===== config.mk =====
export PLATFORM = sky130hd
export DESIGN_NAME = gpmc_async_wb_flat
export DESIGN_NICKNAME = d
export VERILOG_FILES = /design/src/rtl/gpmc_wb_pkg.sv /design/src/rtl/gpmc_async_wb_if.sv /design/src/rtl/gpmc_sync_edge.sv /design/src/rtl/gpmc_async_wb.sv /design/src/flat_wrapper.sv
export SDC_FILE = /design/constraint.sdc
export NUM_CORES = 1
export LEC_CHECK = 0
export CAP_MARGIN = 20
export CORE_MARGIN = 3
export CORE_UTILIZATION = 40
export DETAILED_ROUTE_END_ITERATION = 6
export MAX_ROUTING_LAYER = met4
export PLACE_DENSITY = 0.8
export SYNTH_ARGS = -nofsm -noshare
export SYNTH_HDL_FRONTEND = slang
export SYNTH_SLANG_ARGS = --single-unit

===== constraint.sdc =====
create_clock -name clk -period 2.3 [get_ports clk]
set_clock_uncertainty 0.1 [all_clocks]
set_input_delay 0.46 -clock clk [delete_from_list [all_inputs] [get_ports clk]]
set_output_delay 0.46 -clock clk [all_outputs]
set_load 0.02 [all_outputs]

===== src/rtl/gpmc_wb_pkg.sv =====
// Shared types and constants for the GPMC-to-Wishbone bridge.
package gpmc_wb_pkg;

    localparam int GPMC_DW = 16;
    localparam int GPMC_AW = 10;

    // Data returned to the GPMC when a read is abandoned by the ack timeout.
    localparam logic [GPMC_DW-1:0] TIMEOUT_RDATA = 16'hDEAD;

    typedef enum logic [1:0] {
        ST_IDLE = 2'd0,
        ST_WR   = 2'd1,
        ST_RD   = 2'd2,
        ST_HOLD = 2'd3
    } state_t;

    // One GPMC access as captured from the pins: word address, data, byte selects.
    typedef struct packed {
        logic [GPMC_AW-1:0] a;
        logic [GPMC_DW-1:0] d;
        logic [1:0]         sel;
    } wr_req_t;

    // Byte enables are active low on the pins, Wishbone selects are active high.
    function automatic wr_req_t capture_req(input logic [GPMC_AW-1:0] a,
                                            input logic [GPMC_DW-1:0] d,
                                            input logic [1:0]         nbe);
        wr_req_t r;
        r.a   = a;
        r.d   = d;
        r.sel = ~nbe;
        return r;
    endfunction

endpackage


===== src/rtl/gpmc_async_wb_if.sv =====
// Wishbone master port of the GPMC bridge, plus the sticky dropped-write debug flag.
interface gpmc_async_wb_if #(
    parameter int AWIDTH = 11
);
    import gpmc_wb_pkg::*;

    logic [AWIDTH-1:0]  wb_adr_o;
    logic [GPMC_DW-1:0] wb_dat_o;
    logic [1:0]         wb_sel_o;
    logic               wb_we_o;
    logic               wb_cyc_o;
    logic               wb_stb_o;
    logic [GPMC_DW-1:0] wb_dat_i;
    logic               wb_ack_i;
    logic               drop_sticky;

    modport master (
        output wb_adr_o, wb_dat_o, wb_sel_o, wb_we_o, wb_cyc_o, wb_stb_o, drop_sticky,
        input  wb_dat_i, wb_ack_i
    );

    modport slave (
        input  wb_adr_o, wb_dat_o, wb_sel_o, wb_we_o, wb_cyc_o, wb_stb_o, drop_sticky,
        output wb_dat_i, wb_ack_i
    );

endinterface


===== src/rtl/gpmc_sync_edge.sv =====
// Two-flop synchronizer for an asynchronous active-low strobe, with a third
// flop providing single-cycle rise/fall pulses. All flops reset to 1 (inactive).
module gpmc_sync_edge (
    input  logic clk,
    input  logic rst_n,
    input  logic async_in,
    output logic level,
    output logic rise,
    output logic fall
);

    // [0] metastability flop, [1] synchronized level, [2] previous level
    logic [2:0] sh_r;

    // Shift the pin through the synchronizer chain.
    always_ff @(posedge clk or negedge rst_n) begin
        if (!rst_n) begin
            sh_r <= 3'b111;
        end else begin
            sh_r <= {sh_r[1:0], async_in};
        end
    end

    assign level = sh_r[1];
    assign rise  = sh_r[1] & ~sh_r[2];
    assign fall  = ~sh_r[1] & sh_r[2];

endmodule


===== src/rtl/gpmc_async_wb.sv =====
// GPMC async chip-select 6 to 16-bit Wishbone master bridge.
// Each GPMC write becomes one Wishbone write (one more may queue while busy),
// each GPMC read becomes one Wishbone read held on the pads under EM_WAIT0.
// Optional macro GPMC_WB_TIMEOUT_EN: abandon Wishbone cycles not acked within TIMEOUT clocks.
module gpmc_async_wb
    import gpmc_wb_pkg::*;
#(
    parameter int AWIDTH  = 11,
    parameter int DWIDTH  = GPMC_DW,
    parameter int TIMEOUT = 255
) (
    input  logic               clk,
    input  logic               rst_n,
    input  logic               EM_NCS6,
    input  logic               EM_NWE,
    input  logic               EM_NOE,
    input  logic [GPMC_AW-1:0] EM_A,
    input  logic [1:0]         EM_NBE,
    input  logic [DWIDTH-1:0]  em_d_in,
    output logic [DWIDTH-1:0]  em_d_out,
    output logic               em_d_oe,
    output logic               EM_WAIT0,
    output logic               timeout_o,
    gpmc_async_wb_if.master    wb
);

    localparam logic [7:0] TO_LIMIT = 8'(TIMEOUT);

    logic ncs_s, noe_s, nwe_rise_s, noe_fall_s;
    logic unused_ncs_rise_s, unused_ncs_fall_s;
    logic unused_nwe_level_s, unused_nwe_fall_s, unused_noe_rise_s;

    gpmc_sync_edge u_sync_ncs (
        .clk(clk), .rst_n(rst_n), .async_in(EM_NCS6),
        .level(ncs_s), .rise(unused_ncs_rise_s), .fall(unused_ncs_fall_s)
    );
    gpmc_sync_edge u_sync_nwe (
        .clk(clk), .rst_n(rst_n), .async_in(EM_NWE),
        .level(unused_nwe_level_s), .rise(nwe_rise_s), .fall(unused_nwe_fall_s)
    );
    gpmc_sync_edge u_sync_noe (
        .clk(clk), .rst_n(rst_n), .async_in(EM_NOE),
        .level(noe_s), .rise(unused_noe_rise_s), .fall(noe_fall_s)
    );

    state_t              state_r;
    wr_req_t             cur_r, pend_r;
    logic                pend_valid_r, we_r, cyc_r, oe_r, wait_r, cs_lost_r, drop_r;
    logic [DWIDTH-1:0]   em_d_out_r;
    wr_req_t             new_req_s;
    logic                wr_ev_s, rd_ev_s, abort_s, done_s, to_hit_s;

    assign new_req_s = capture_req(EM_A, em_d_in, EM_NBE);
    assign wr_ev_s   = nwe_rise_s & ~ncs_s;
    assign rd_ev_s   = noe_fall_s & ~ncs_s;
    // Losing CS or NOE at any point of a read means nobody will sample the data.
    assign abort_s   = cs_lost_r | ncs_s | noe_s;
    assign done_s    = wb.wb_ack_i | to_hit_s;

`ifdef GPMC_WB_TIMEOUT_EN
    logic [7:0] cnt_r;
    logic       timeout_r;

    assign to_hit_s = ((state_r == ST_WR) || (state_r == ST_RD)) &&
                      (cnt_r == TO_LIMIT) && !wb.wb_ack_i;

    // Ack-wait counter: zero on entry to every Wishbone cycle, counts while waiting.
    always_ff @(posedge clk or negedge rst_n) begin
        if (!rst_n) begin
            cnt_r <= 8'd0;
        end else if ((state_r != ST_WR) && (state_r != ST_RD)) begin
            cnt_r <= 8'd0;
        end else if (done_s) begin
            cnt_r <= 8'd0;
        end else begin
            cnt_r <= cnt_r + 8'd1;
        end
    end

    // One-cycle pulse for each abandoned Wishbone cycle.
    always_ff @(posedge clk or negedge rst_n) begin
        if (!rst_n) begin
            timeout_r <= 1'b0;
        end else begin
            timeout_r <= to_hit_s;
        end
    end

    assign timeout_o = timeout_r;
`else
    logic unused_to_s;

    assign to_hit_s    = 1'b0;
    assign timeout_o   = 1'b0;
    assign unused_to_s = ^TO_LIMIT;
`endif

    // Bridge FSM: one Wishbone cycle per GPMC strobe event; owns every bus and pad output.
    always_ff @(posedge clk or negedge rst_n) begin
        if (!rst_n) begin
            state_r      <= ST_IDLE;
            cur_r        <= '0;
            pend_r       <= '0;
            pend_valid_r <= 1'b0;
            we_r         <= 1'b0;
            cyc_r        <= 1'b0;
            oe_r         <= 1'b0;
            wait_r       <= 1'b0;
            cs_lost_r    <= 1'b0;
            drop_r       <= 1'b0;
            em_d_out_r   <= 16'h0000;
        end else begin
            case (state_r)
                ST_IDLE: begin
                    if (wr_ev_s) begin
                        cur_r   <= new_req_s;
                        we_r    <= 1'b1;
                        cyc_r   <= 1'b1;
                        state_r <= ST_WR;
                    end else if (rd_ev_s) begin
                        cur_r     <= new_req_s;
                        we_r      <= 1'b0;
                        cyc_r     <= 1'b1;
                        wait_r    <= 1'b1;
                        cs_lost_r <= 1'b0;
                        state_r   <= ST_RD;
                    end else begin
                        state_r <= ST_IDLE;
                    end
                end
                ST_WR: begin
                    if (done_s) begin
                        // Pending write goes out back-to-back, keeping cyc/stb high.
                        if (pend_valid_r) begin
                            cur_r <= pend_r;
                            if (wr_ev_s) begin
                                pend_r <= new_req_s;
                            end else begin
                                pend_valid_r <= 1'b0;
                            end
                        end else if (wr_ev_s) begin
                            cur_r <= new_req_s;
                        end else begin
                            cyc_r   <= 1'b0;
                            we_r    <= 1'b0;
                            state_r <= ST_IDLE;
                        end
                    end else if (wr_ev_s) begin
                        if (pend_valid_r) begin
                            drop_r <= 1'b1;
                        end else begin
                            pend_r       <= new_req_s;
                            pend_valid_r <= 1'b1;
                        end
                    end
                end
                ST_RD: begin
                    cs_lost_r <= abort_s;
                    if (done_s) begin
                        cyc_r  <= 1'b0;
                        wait_r <= 1'b0;
                        if (abort_s) begin
                            state_r <= ST_IDLE;
                        end else begin
                            em_d_out_r <= wb.wb_ack_i ? wb.wb_dat_i : TIMEOUT_RDATA;
                            oe_r       <= 1'b1;
                            state_r    <= ST_HOLD;
                        end
                    end
                end
                ST_HOLD: begin
                    if (ncs_s || noe_s) begin
                        oe_r    <= 1'b0;
                        state_r <= ST_IDLE;
                    end
                end
                default: begin
                    cyc_r        <= 1'b0;
                    we_r         <= 1'b0;
                    oe_r         <= 1'b0;
                    wait_r       <= 1'b0;
                    pend_valid_r <= 1'b0;
                    state_r      <= ST_IDLE;
                end
            endcase
        end
    end

    assign wb.wb_adr_o    = AWIDTH'({cur_r.a, 1'b0});
    assign wb.wb_dat_o    = cur_r.d;
    assign wb.wb_sel_o    = cur_r.sel;
    assign wb.wb_we_o     = we_r;
    assign wb.wb_cyc_o    = cyc_r;
    assign wb.wb_stb_o    = cyc_r;
    assign wb.drop_sticky = drop_r;
    assign em_d_out       = em_d_out_r;
    assign em_d_oe        = oe_r;
    assign EM_WAIT0       = wait_r;

endmodule


===== src/flat_wrapper.sv =====
// flat-port wrapper written by rule: the top's interface ports become plain ports
module gpmc_async_wb_flat import gpmc_wb_pkg::*;
#(
    parameter int AWIDTH  = 11,
    parameter int DWIDTH  = GPMC_DW,
    parameter int TIMEOUT = 255
)
  (clk, rst_n, EM_NCS6, EM_NWE, EM_NOE, EM_A, EM_NBE, em_d_in, em_d_out, em_d_oe, EM_WAIT0, timeout_o, wb_wb_adr_o, wb_wb_dat_o, wb_wb_sel_o, wb_wb_we_o, wb_wb_cyc_o, wb_wb_stb_o, wb_drop_sticky, wb_wb_dat_i, wb_wb_ack_i);
  gpmc_async_wb_if #(.AWIDTH(AWIDTH)) wb_i ();
  input  logic clk;
  input  logic rst_n;
  input  logic EM_NCS6;
  input  logic EM_NWE;
  input  logic EM_NOE;
  input  logic [GPMC_AW-1:0] EM_A;
  input  logic [1:0] EM_NBE;
  input  logic [DWIDTH-1:0] em_d_in;
  output logic [DWIDTH-1:0] em_d_out;
  output logic em_d_oe;
  output logic EM_WAIT0;
  output logic timeout_o;
  output wire logic [$bits(wb_i.wb_adr_o)-1:0] wb_wb_adr_o;
  output wire logic [$bits(wb_i.wb_dat_o)-1:0] wb_wb_dat_o;
  output wire logic [$bits(wb_i.wb_sel_o)-1:0] wb_wb_sel_o;
  output wire logic [$bits(wb_i.wb_we_o)-1:0] wb_wb_we_o;
  output wire logic [$bits(wb_i.wb_cyc_o)-1:0] wb_wb_cyc_o;
  output wire logic [$bits(wb_i.wb_stb_o)-1:0] wb_wb_stb_o;
  output wire logic [$bits(wb_i.drop_sticky)-1:0] wb_drop_sticky;
  input wire logic [$bits(wb_i.wb_dat_i)-1:0] wb_wb_dat_i;
  input wire logic [$bits(wb_i.wb_ack_i)-1:0] wb_wb_ack_i;
  assign wb_wb_adr_o = wb_i.wb_adr_o;
  assign wb_wb_dat_o = wb_i.wb_dat_o;
  assign wb_wb_sel_o = wb_i.wb_sel_o;
  assign wb_wb_we_o = wb_i.wb_we_o;
  assign wb_wb_cyc_o = wb_i.wb_cyc_o;
  assign wb_wb_stb_o = wb_i.wb_stb_o;
  assign wb_drop_sticky = wb_i.drop_sticky;
  assign wb_i.wb_dat_i = wb_wb_dat_i;
  assign wb_i.wb_ack_i = wb_wb_ack_i;
  gpmc_async_wb #(.AWIDTH(AWIDTH), .DWIDTH(DWIDTH), .TIMEOUT(TIMEOUT)) u_core (.clk(clk), .rst_n(rst_n), .EM_NCS6(EM_NCS6), .EM_NWE(EM_NWE), .EM_NOE(EM_NOE), .EM_A(EM_A), .EM_NBE(EM_NBE), .em_d_in(em_d_in), .em_d_out(em_d_out), .em_d_oe(em_d_oe), .EM_WAIT0(EM_WAIT0), .timeout_o(timeout_o), .wb(wb_i));
endmodule

## After elaboration in Yosys (flattened, before gate mapping)

Index checks and enable logic that the tools add are counted.

- Word-level logic and storage cells: 105
- Bits of input ports: 50
- Flip-flop bits (word level): 89

- Equality and inequality tests: 16
- Bitwise logic cells: 12
- Reductions and logical operators: 18
- Mux-type cells: 41

Operators with widths:

| operator | count |
|---|---|
| 2-to-1 mux 28 bit | 9 |
| case mux 28 bit (2 select lines) | 1 |
| 2-to-1 mux 1 bit | 17 |
| 2-to-1 mux 2 bit | 8 |
| != test 2 bit, second input constant | 8 |
| AND reduction 4 bit | 4 |
| AND reduction 5 bit | 3 |
| case mux 1 bit (2 select lines) | 4 |
| case mux 2 bit (4 select lines) | 1 |
| nonzero test 2 bit | 4 |
| != test 2 x 1 -> 1 bit, second input constant | 3 |
| != test 3 x 1 -> 1 bit, second input constant | 2 |
| AND reduction 3 bit | 2 |
| AND reduction 6 bit | 1 |
| inverter 1 bit | 5 |
| AND 1 bit | 4 |
| == test 2 bit, second input constant | 2 |
| case mux 1 bit (3 select lines) | 1 |
| nonzero test 3 bit | 1 |
| == test 2 x 1 -> 1 bit, second input constant | 1 |
| logical NOT 2 bit | 1 |
| inverter 2 bit | 1 |
| OR 1 bit | 2 |
| AND reduction 2 bit | 1 |
| logical OR 1 bit | 1 |

## Logic depth before layout (Yosys ltp)

Gate-level depths: netlist (run 1).

- Word-level depth: 7
- Gate-level depth with buffers: 8
- Depth with buffers taken out: 6

## Cells and area by module

Synthesis (run 1) repeated with hierarchy kept, for this count alone.

- Cells, all modules: 270
- Area, all modules: 3961.3 um2

Modules (own cells, without submodules):

| module | instances | cells an instance | area each (um2) |
|---|---|---|---|
| gpmc_async_wb | 1 | 255 | 3679.8 |
| gpmc_sync_edge | 3 | 5 | 93.8 |

## Worst setup path before layout (run 1)

No wires, ideal clock.

- Kind: flip-flop to flip-flop
- Start: reg u_core.state_r[0]
- End: reg u_core.cur_r, in the netlist u_core.wb.wb_adr_o[2]
- Path buffers: 2
- Data arrival time: 1853 ps
- Period minus slack after synthesis: 2078 ps
- Required time: 2075 ps
- Stages on the path, launching flop included: 8
- Path slack: 222 ps
- Cells stage by stage: dfrtp_1 inv_1 ha_1 clkbuf_1 nand2_1 a22oi_4 buf_6 mux2_2

- Cells in the longest elaborated chain, start to end: 3
- Elaborated cells on any way between the ends: 8
- Classes of those cells: eq/ne (4); mux (1); reduce/logical (3)

RTL lines:

| what | RTL line | RTL |
|---|---|---|
| from (decl) | gpmc_async_wb.sv:46 | `state_t state_r;` |
| from (signal assigned) | gpmc_async_wb.sv:101 | `state_r <= ST_IDLE;` |
| from (signal assigned) | gpmc_async_wb.sv:119 | `state_r <= ST_WR;` |
| from (signal assigned) | gpmc_async_wb.sv:126 | `state_r <= ST_RD;` |
| == test 2 x 1 -> 1 bit / logical NOT 2 bit (equally long branches) | gpmc_async_wb.sv:113 | `case (state_r)` |
| != test 3 x 1 -> 1 bit (no source line) (tied with other cells) | n/a |  |
| AND reduction 4 bit (no source line) | n/a |  |
| to (signal assigned) | gpmc_async_wb.sv:116 | `cur_r <= new_req_s;` |
| to (signal assigned) | gpmc_async_wb.sv:121 | `cur_r <= new_req_s;` |
| to (signal assigned) | gpmc_async_wb.sv:135 | `cur_r <= pend_r;` |
| to (decl) | gpmc_async_wb.sv:47 | `wr_req_t cur_r, pend_r;` |

Several ways; a longest one is shown, not always the timed one.
A chain may end at the register's enable or synchronous reset.

## Final worst setup path (run 1)

- Start: reg u_core.state_r[0]
- End: reg u_core.cur_r, in the netlist u_core.wb.wb_dat_o[2]

The elaborated chain is that of the path after synthesis.

==> impl_metrics.tcl, run 1 <==
set metrics [dict create \
    crit-reg2reg-launch "u_core.state_r[0]" \
    finalWorstPathRequiredPeriod_ns 2.08 \
    ff_latch_area_mm2 0.00224 \
    synth_seq_area_share_pct 58.2 \
    crit_type "flip-flop to flip-flop" \
    cp_max_fo 28 \
    cpMaxStageDelayCell "dfrtp_1" \
    portBuffers 99 \
    die_w_um 104 \
    die_h_um 104 \
    wl_per_cell_um 15.5 \
    h-tree-depth 3 \
    synth-xor-area-share_pct 0.228 \
    status "complete, no violations" \
    drtIter0Drc 39 \
    max-slew-margin-rel_pct 58.6 \
    synth_area_mm2 0.00384 \
    synth-compound-area-share_pct 4.62 \
    path_delay_family "flip-flops" \
    rsz0062_at_grt "no" \
    root_buffer "clkbuf_8" \
    cts_setup_buffers 0 \
    power_leakage_nw 2.34 \
    power.density_mw_per_mm2 975 \
    finalHoldViolations 0 \
    worstPathCellList "inv_1 > ha_1 > nand2_1 > a22oi_4 > buf_12 > mux2_2" \
    start_util_pct 41.4 \
    worstSkewPairLatency_ns 0.36 \
    synth_top_family_by_area "multiplexers" \
    syn_avg_cell_area_um2 14.6 \
    critPathMaxStageDelay_ns 0.42 \
    cap_violations 0 \
    synth_flop_cell "dfrtp_1" \
    fin_cells 503 \
    nFillCells 796 \
    reg2reg_to "u_core.wb.wb_dat_o[2]" \
    dr.pass1.iters 4 \
    numCtsBuffers 9 \
    tritoncts "yes" \
    numPlacedInstances 487 \
    synth-seq-cells 89 \
    die_area_mm2 0.0108 \
    via_per_inst 4.87 \
    setup_viol 0 \
    setup_ws_ns 0.221 \
    crit_arrival_ns 2.22 \
    grt_pass1_vias 2502 \
    ir_drop_mv 0.443 \
    io-pin-count 102 \
    worst-path-buf-inv 2 \
    cts_resized 0 \
    tightestPinTransition_ns 0.620 \
    core_mm2 0.00928 \
    grt_pass1_wl_mm 13.0 \
    antenna_found_initial 0 \
    clk_pin_slew_ns 0.09 \
    utilization_pct 56.5 \
    drt-total-wl_mm 7.82 \
    synth-edff-count 0 \
    max_freq_mhz 481 \
    cts-hold-fix-buffers 0 \
    setup_tns_ns 0 \
    async_flop_share_pct 100 \
    slew_viol_final 0 \
    fin_nets 424 \
    yosysWarnings 0 \
    multi_input_comb_area_mm2 0.00149 \
    cp_data_required_time_ns 2.44 \
    r2r.worst_path.cells 6 \
    ant_nets 0 \
    dp_hpwl_mm 5.43 \
    clockBufferDepth 2 \
    hold_path.class "input pin to asynchronous set/reset pin" \
    drt_drc_violations_left 0 \
    synthAdderAreaFrac_pct 1.63 \
    globalplace.congestion 0.831 \
    drive_gt1_share_pct 34.2 \
    antennaDiodeCount 0 \
    muxShareOfSynthArea_pct 29.2 \
    grtUsageTotal_pct 15.3 \
    start_kind "flip-flop" \
    r2r_setup_slack_ns 0.22 \
    ys_types 34 \
    numClockSinks 89 \
    via_count 2449 \
    area_growth_pct 36.4 \
    end_kind "flip-flop" \
    grt_max_degree 48 \
    grt.overflow.total 0 \
    final.period_utilization_pct 90.4 \
    place_ws_ns 0.112 \
    rows 35 \
    yosys.area_share.simple_pct 2.86 \
    syn_inst 264 \
]
cell families (layout without fill, tap and decap cells):
group | Yosys count | after routing
DFF | 89 | 89
adders and majority gates | 5 | 5
and+or+nand+nor | 19 | 19
AOI/OAI and AO/OA | 25 | 25
other | 1 | 2
buffers and inverters | 24 | 133
xor gates and xnor gates | 1 | 1
muxes | 100 | 100
layer usage:
layer / wire, um / GRT usage, % / part of all wire, %
met1: 3540 / 20.2 / 45
met2: 3900 / 24.1 / 50
met3: 284 / 2.61 / 3.6
met4: 95 / 5.41 / 1.2
met5: 0 / - / 0
registers in the layout, summed over array words and instances, names as in the netlist, 2 cells and up:
name	count
u_core.u_sync_ncs.sh_r	2
u_core.pend_r	28
u_core.state_r	2
u_core.wb.wb_sel_o	2
u_core.u_sync_nwe.sh_r	3
u_core.u_sync_noe.sh_r	3
u_core.wb.wb_adr_o	10
u_core.em_d_out	16
u_core.wb.wb_dat_o	16
Yosys cell counts, types with 2 or more instances:
cell type / count / share of area (%)
mux2_1: 8 / 2.3
nand2_1: 6 / 0.59
dfstp_2: 8 / 5.5
buf_6: 2 / 0.59
nand2b_1: 2 / 0.33
buf_2: 4 / 0.52
clkbuf_1: 7 / 0.68
mux2_2: 89 / 26
nor2_1: 4 / 0.39
dfrtp_1: 81 / 53
mux2i_1: 3 / 0.78
ha_1: 5 / 1.6
o21ai_0: 8 / 1.0
nand3_1: 2 / 0.26
buf_4: 3 / 0.59
inv_1: 8 / 0.78
a21o_1: 2 / 0.39
a21oi_1: 6 / 0.78
layout by cell type (no fill, tap or decap), types with 7 or more instances in the layout:
cell              n
clkdlybuf4s50_1  98
mux2_2           89
dfrtp_1          81
clkbuf_8         10
inv_1             8
mux2_1            8
o21ai_0           8
dfstp_2           8
buf_4             7
worst max-delay path by stage:
stage,startpoint,to,slack [ns],cells past startpoint
final,u_core.state_r[0],u_core.wb.wb_dat_o[2],0.22,6
after floorplan,u_core.state_r[0],u_core.wb.wb_adr_o[2],0.22,7
after CTS,u_core.state_r[0],u_core.wb.wb_dat_o[2],0.22,6
after detailed placement,wb_wb_ack_i,u_core.wb.wb_dat_o[7],0.11,6
after global routing,u_core.state_r[0],u_core.wb.wb_dat_o[2],0.10,6
after global placement,wb_wb_ack_i,u_core.wb.wb_cyc_o,0.13,5
layout make-up:
type	count	share of cell area, %
clock inverter	6	1.38
inverter	8	0.573
tap	129	3.08
clock buffer	10	2.63
sequential	89	42.7
timing repair buffer	109	21.2
multi-input combinational	152	28.4
metrics by stage:
step	hold WS, ns	area (um^2)	power (mW)
finish	0.0130	5240	5.11
CTS	0.0259	5240	5.18
floorplan	0.0644	3850	3.13
detailed placement	0.249	5030	4.04
global placement	0.248	5030	3.98
global route	0.0574	5240	5.37
power by group:
part           switching, mW  internal (mW)
Clock                  0.581          0.544
Sequential             0.235           1.98
Combinational          0.785          0.981
Total                   1.60           3.51
Note: power is estimated with default switching activity, not from simulation.
==> run 2, diff against run 1 <==
--- a/config.mk
+++ b/config.mk
@@ -7,10 +7,10 @@
 export LEC_CHECK = 0
 export CAP_MARGIN = 20
 export CORE_MARGIN = 3
-export CORE_UTILIZATION = 40
+export CORE_UTILIZATION = 45
 export DETAILED_ROUTE_END_ITERATION = 6
 export MAX_ROUTING_LAYER = met4
-export PLACE_DENSITY = 0.8
+export PLACE_DENSITY = 0.87
 export SYNTH_ARGS = -nofsm -noshare
 export SYNTH_HDL_FRONTEND = slang
 export SYNTH_SLANG_ARGS = --single-unit
==> impl_metrics.tcl, run 2 (synthesis results as in run 1) <==
set metrics [dict create \
    grt_use_met3_pct 2.62 \
    setup_tns_ns 0 \
    setup_viol 0 \
    fin_nets 426 \
    max_freq_mhz 495 \
    clkPwrFrac_pct 20.4 \
    layout_commonest_cell "clkdlybuf4s50_1" \
    multi_input_comb_area_mm2 0.00149 \
    numClockSinks 89 \
    hold_path.class "flip-flop to flip-flop" \
    power.density_mw_per_mm2 960 \
    end_kind "flip-flop" \
    globalplace.congestion 0.798 \
    clk_pin_slew_ns 0.09 \
    finalWorstPathRequiredPeriod_ns 2.02 \
    crit_path_start "wb_wb_ack_i" \
    crit-reg2reg-launch "u_core.state_r[1]" \
    crit_type "input pin to flip-flop" \
    cts_resized 0 \
    grt_pass1_wl_mm 12.6 \
    p_sw_mw 1.54 \
    root_buffer "clkbuf_8" \
    utilization_pct 63.1 \
    ant_nets 0 \
    grtUsageTotal_pct 16.5 \
    power_frac_seq_pct 44.0 \
    via_count 2437 \
    swShare_pct 30.7 \
    status "complete, no violations" \
    nFillCells 668 \
    area_growth_pct 35.6 \
    min_from "u_core.u_sync_nwe.sh_r[0]" \
    most-common-layout-cells "clkdlybuf4s50_1, mux2_2, dfrtp_1" \
    clockBufferDepth 2 \
    dr.pass1.iters 4 \
    worstSkewPairLatency_ns 0.35 \
    ir_drop_mv 0.615 \
    rows 33 \
    die_w_um 98.4 \
    critPathMaxStageDelay_ns 0.59 \
    final.period_utilization_pct 87.9 \
    numCtsBuffers 9 \
    via_per_inst 5.07 \
    slew_viol_final 0 \
    grt.overflow.total 0 \
    max-slew-margin-rel_pct 63.7 \
    dp_hpwl_mm 5.23 \
    start_kind "input pin" \
    crit_arrival_ns 2.19 \
    io-pin-count 102 \
    die_h_um 98.4 \
    antennaDiodeCount 0 \
    cp_data_required_time_ns 2.47 \
    cts_setup_buffers 0 \
    met2_usage_pct 27.5 \
    portBuffers 99 \
    ff_latch_area_mm2 0.00224 \
    start_util_pct 46.5 \
    largest_reg_flops 28 \
    h-tree-depth 3 \
    busiest_layer "met2" \
    grt_use_met1_pct 20.6 \
    antenna_found_initial 0 \
    path_delay_family "compound AO/OA/AOI/OAI gates" \
    cap_violations 0 \
    grt_pass1_vias 2620 \
    drt-total-wl_mm 7.49 \
    cpMaxStageDelayCell "clkdlybuf4s50_1" \
    rsz0062_at_grt "no" \
    grt_max_degree 42 \
    cp_max_fo 5 \
    combPwrFrac_pct 35.6 \
    tritoncts "yes" \
    core_mm2 0.00826 \
    drive_gt1_share_pct 33.5 \
    top_register "u_core.pend_r" \
    tightestPinTransition_ns 0.531 \
    wl_per_cell_um 15.6 \
    worst-path-buf-inv 2 \
    internal_power_mw 3.47 \
    drtIter0Drc 65 \
    die_area_mm2 0.00969 \
    power_leakage_nw 2.34 \
    finalHoldViolations 0 \
    worstPathCellList "clkdlybuf4s50_1 > inv_1 > o31a_1 > a2111oi_0 > mux2i_1" \
    drt_drc_violations_left 0 \
]
==> run 2: changes by cell type in the layout (fill, tap and decap cells not counted), sizes merged <==
cell	delta
clkbuf	+2
dlygate4sd3	+1
buf	+1
inv	-2
==> run 2: final timing paths <==
| kind | slack, ns | endpoint | cells past startpoint |
|---|---|---|---|
| worst max register to register | 0.31 | u_core.wb.wb_adr_o[9] | 6 |
| worst min register to register | 0.26 | u_core.u_sync_nwe.sh_r[1] | 0 |
| min in group asynchronous | 0.52 | u_core.pend_r[18] | 2 |
| worst max-delay path | 0.28 | u_core.wb.wb_cyc_o | 5 |
| worst min-delay path | 0.26 | u_core.u_sync_nwe.sh_r[1] | 0 |
| max in group asynchronous | 0.91 | u_core.u_sync_nwe.sh_r[2] | 3 |
==> run 2: cell type report <==
| type | instances | area share (%) |
|---|---|---|
| Clock buffer | 12 | 2.59 |
| Clock inverter | 4 | 0.912 |
| Inverter | 8 | 0.576 |
| Multi-Input combinational cell | 152 | 28.6 |
| Sequential cell | 89 | 42.9 |
| Tap cell | 105 | 2.52 |
| Timing Repair Buffer | 111 | 21.9 |
==> run 2: routing by layer <==
metal	routed length [um]	vias to the layer above
met3	225	8
met1	3280	1234
li1	-	1144
met4	106	0
met2	3880	51
met5	0	-
==> run 2: per-stage QoR <==
step | setup slack (ns) | power, mW | cell area, um^2 | hold WS, ns | std cells
2_1_floorplan | 0.222 | 3.13 | 3850 | 0.0644 | 265
3_3_place_gp | 0.0466 | 3.98 | 5020 | 0.247 | 464
3_5_place_dp | -0.0984 | 4.04 | 5020 | 0.247 | 464
4_1_cts | 0.271 | 5.07 | 5210 | 0.259 | 481
5_1_grt | 0.181 | 5.27 | 5210 | 0.260 | 481
6_report | 0.279 | 5.00 | 5210 | 0.256 | 481
==> run 2: power by group through the flow <==
stage	Combinational [mW]	Sequential [mW]	Clock [mW]
4_1_cts	1.81	2.21	1.05
3_5_place_dp	1.80	2.24	0
2_1_floorplan	0.553	2.58	0
5_1_grt	1.89	2.26	1.12
3_3_place_gp	1.76	2.21	0
6_report	1.78	2.20	1.02
==> run 2: what timing repair did <==
action / 4_1_cts / 5_1_grt
setup endpoints to repair: 0 / 0
hold endpoints to repair: 34 / 0
hold buffers: 1 / 0
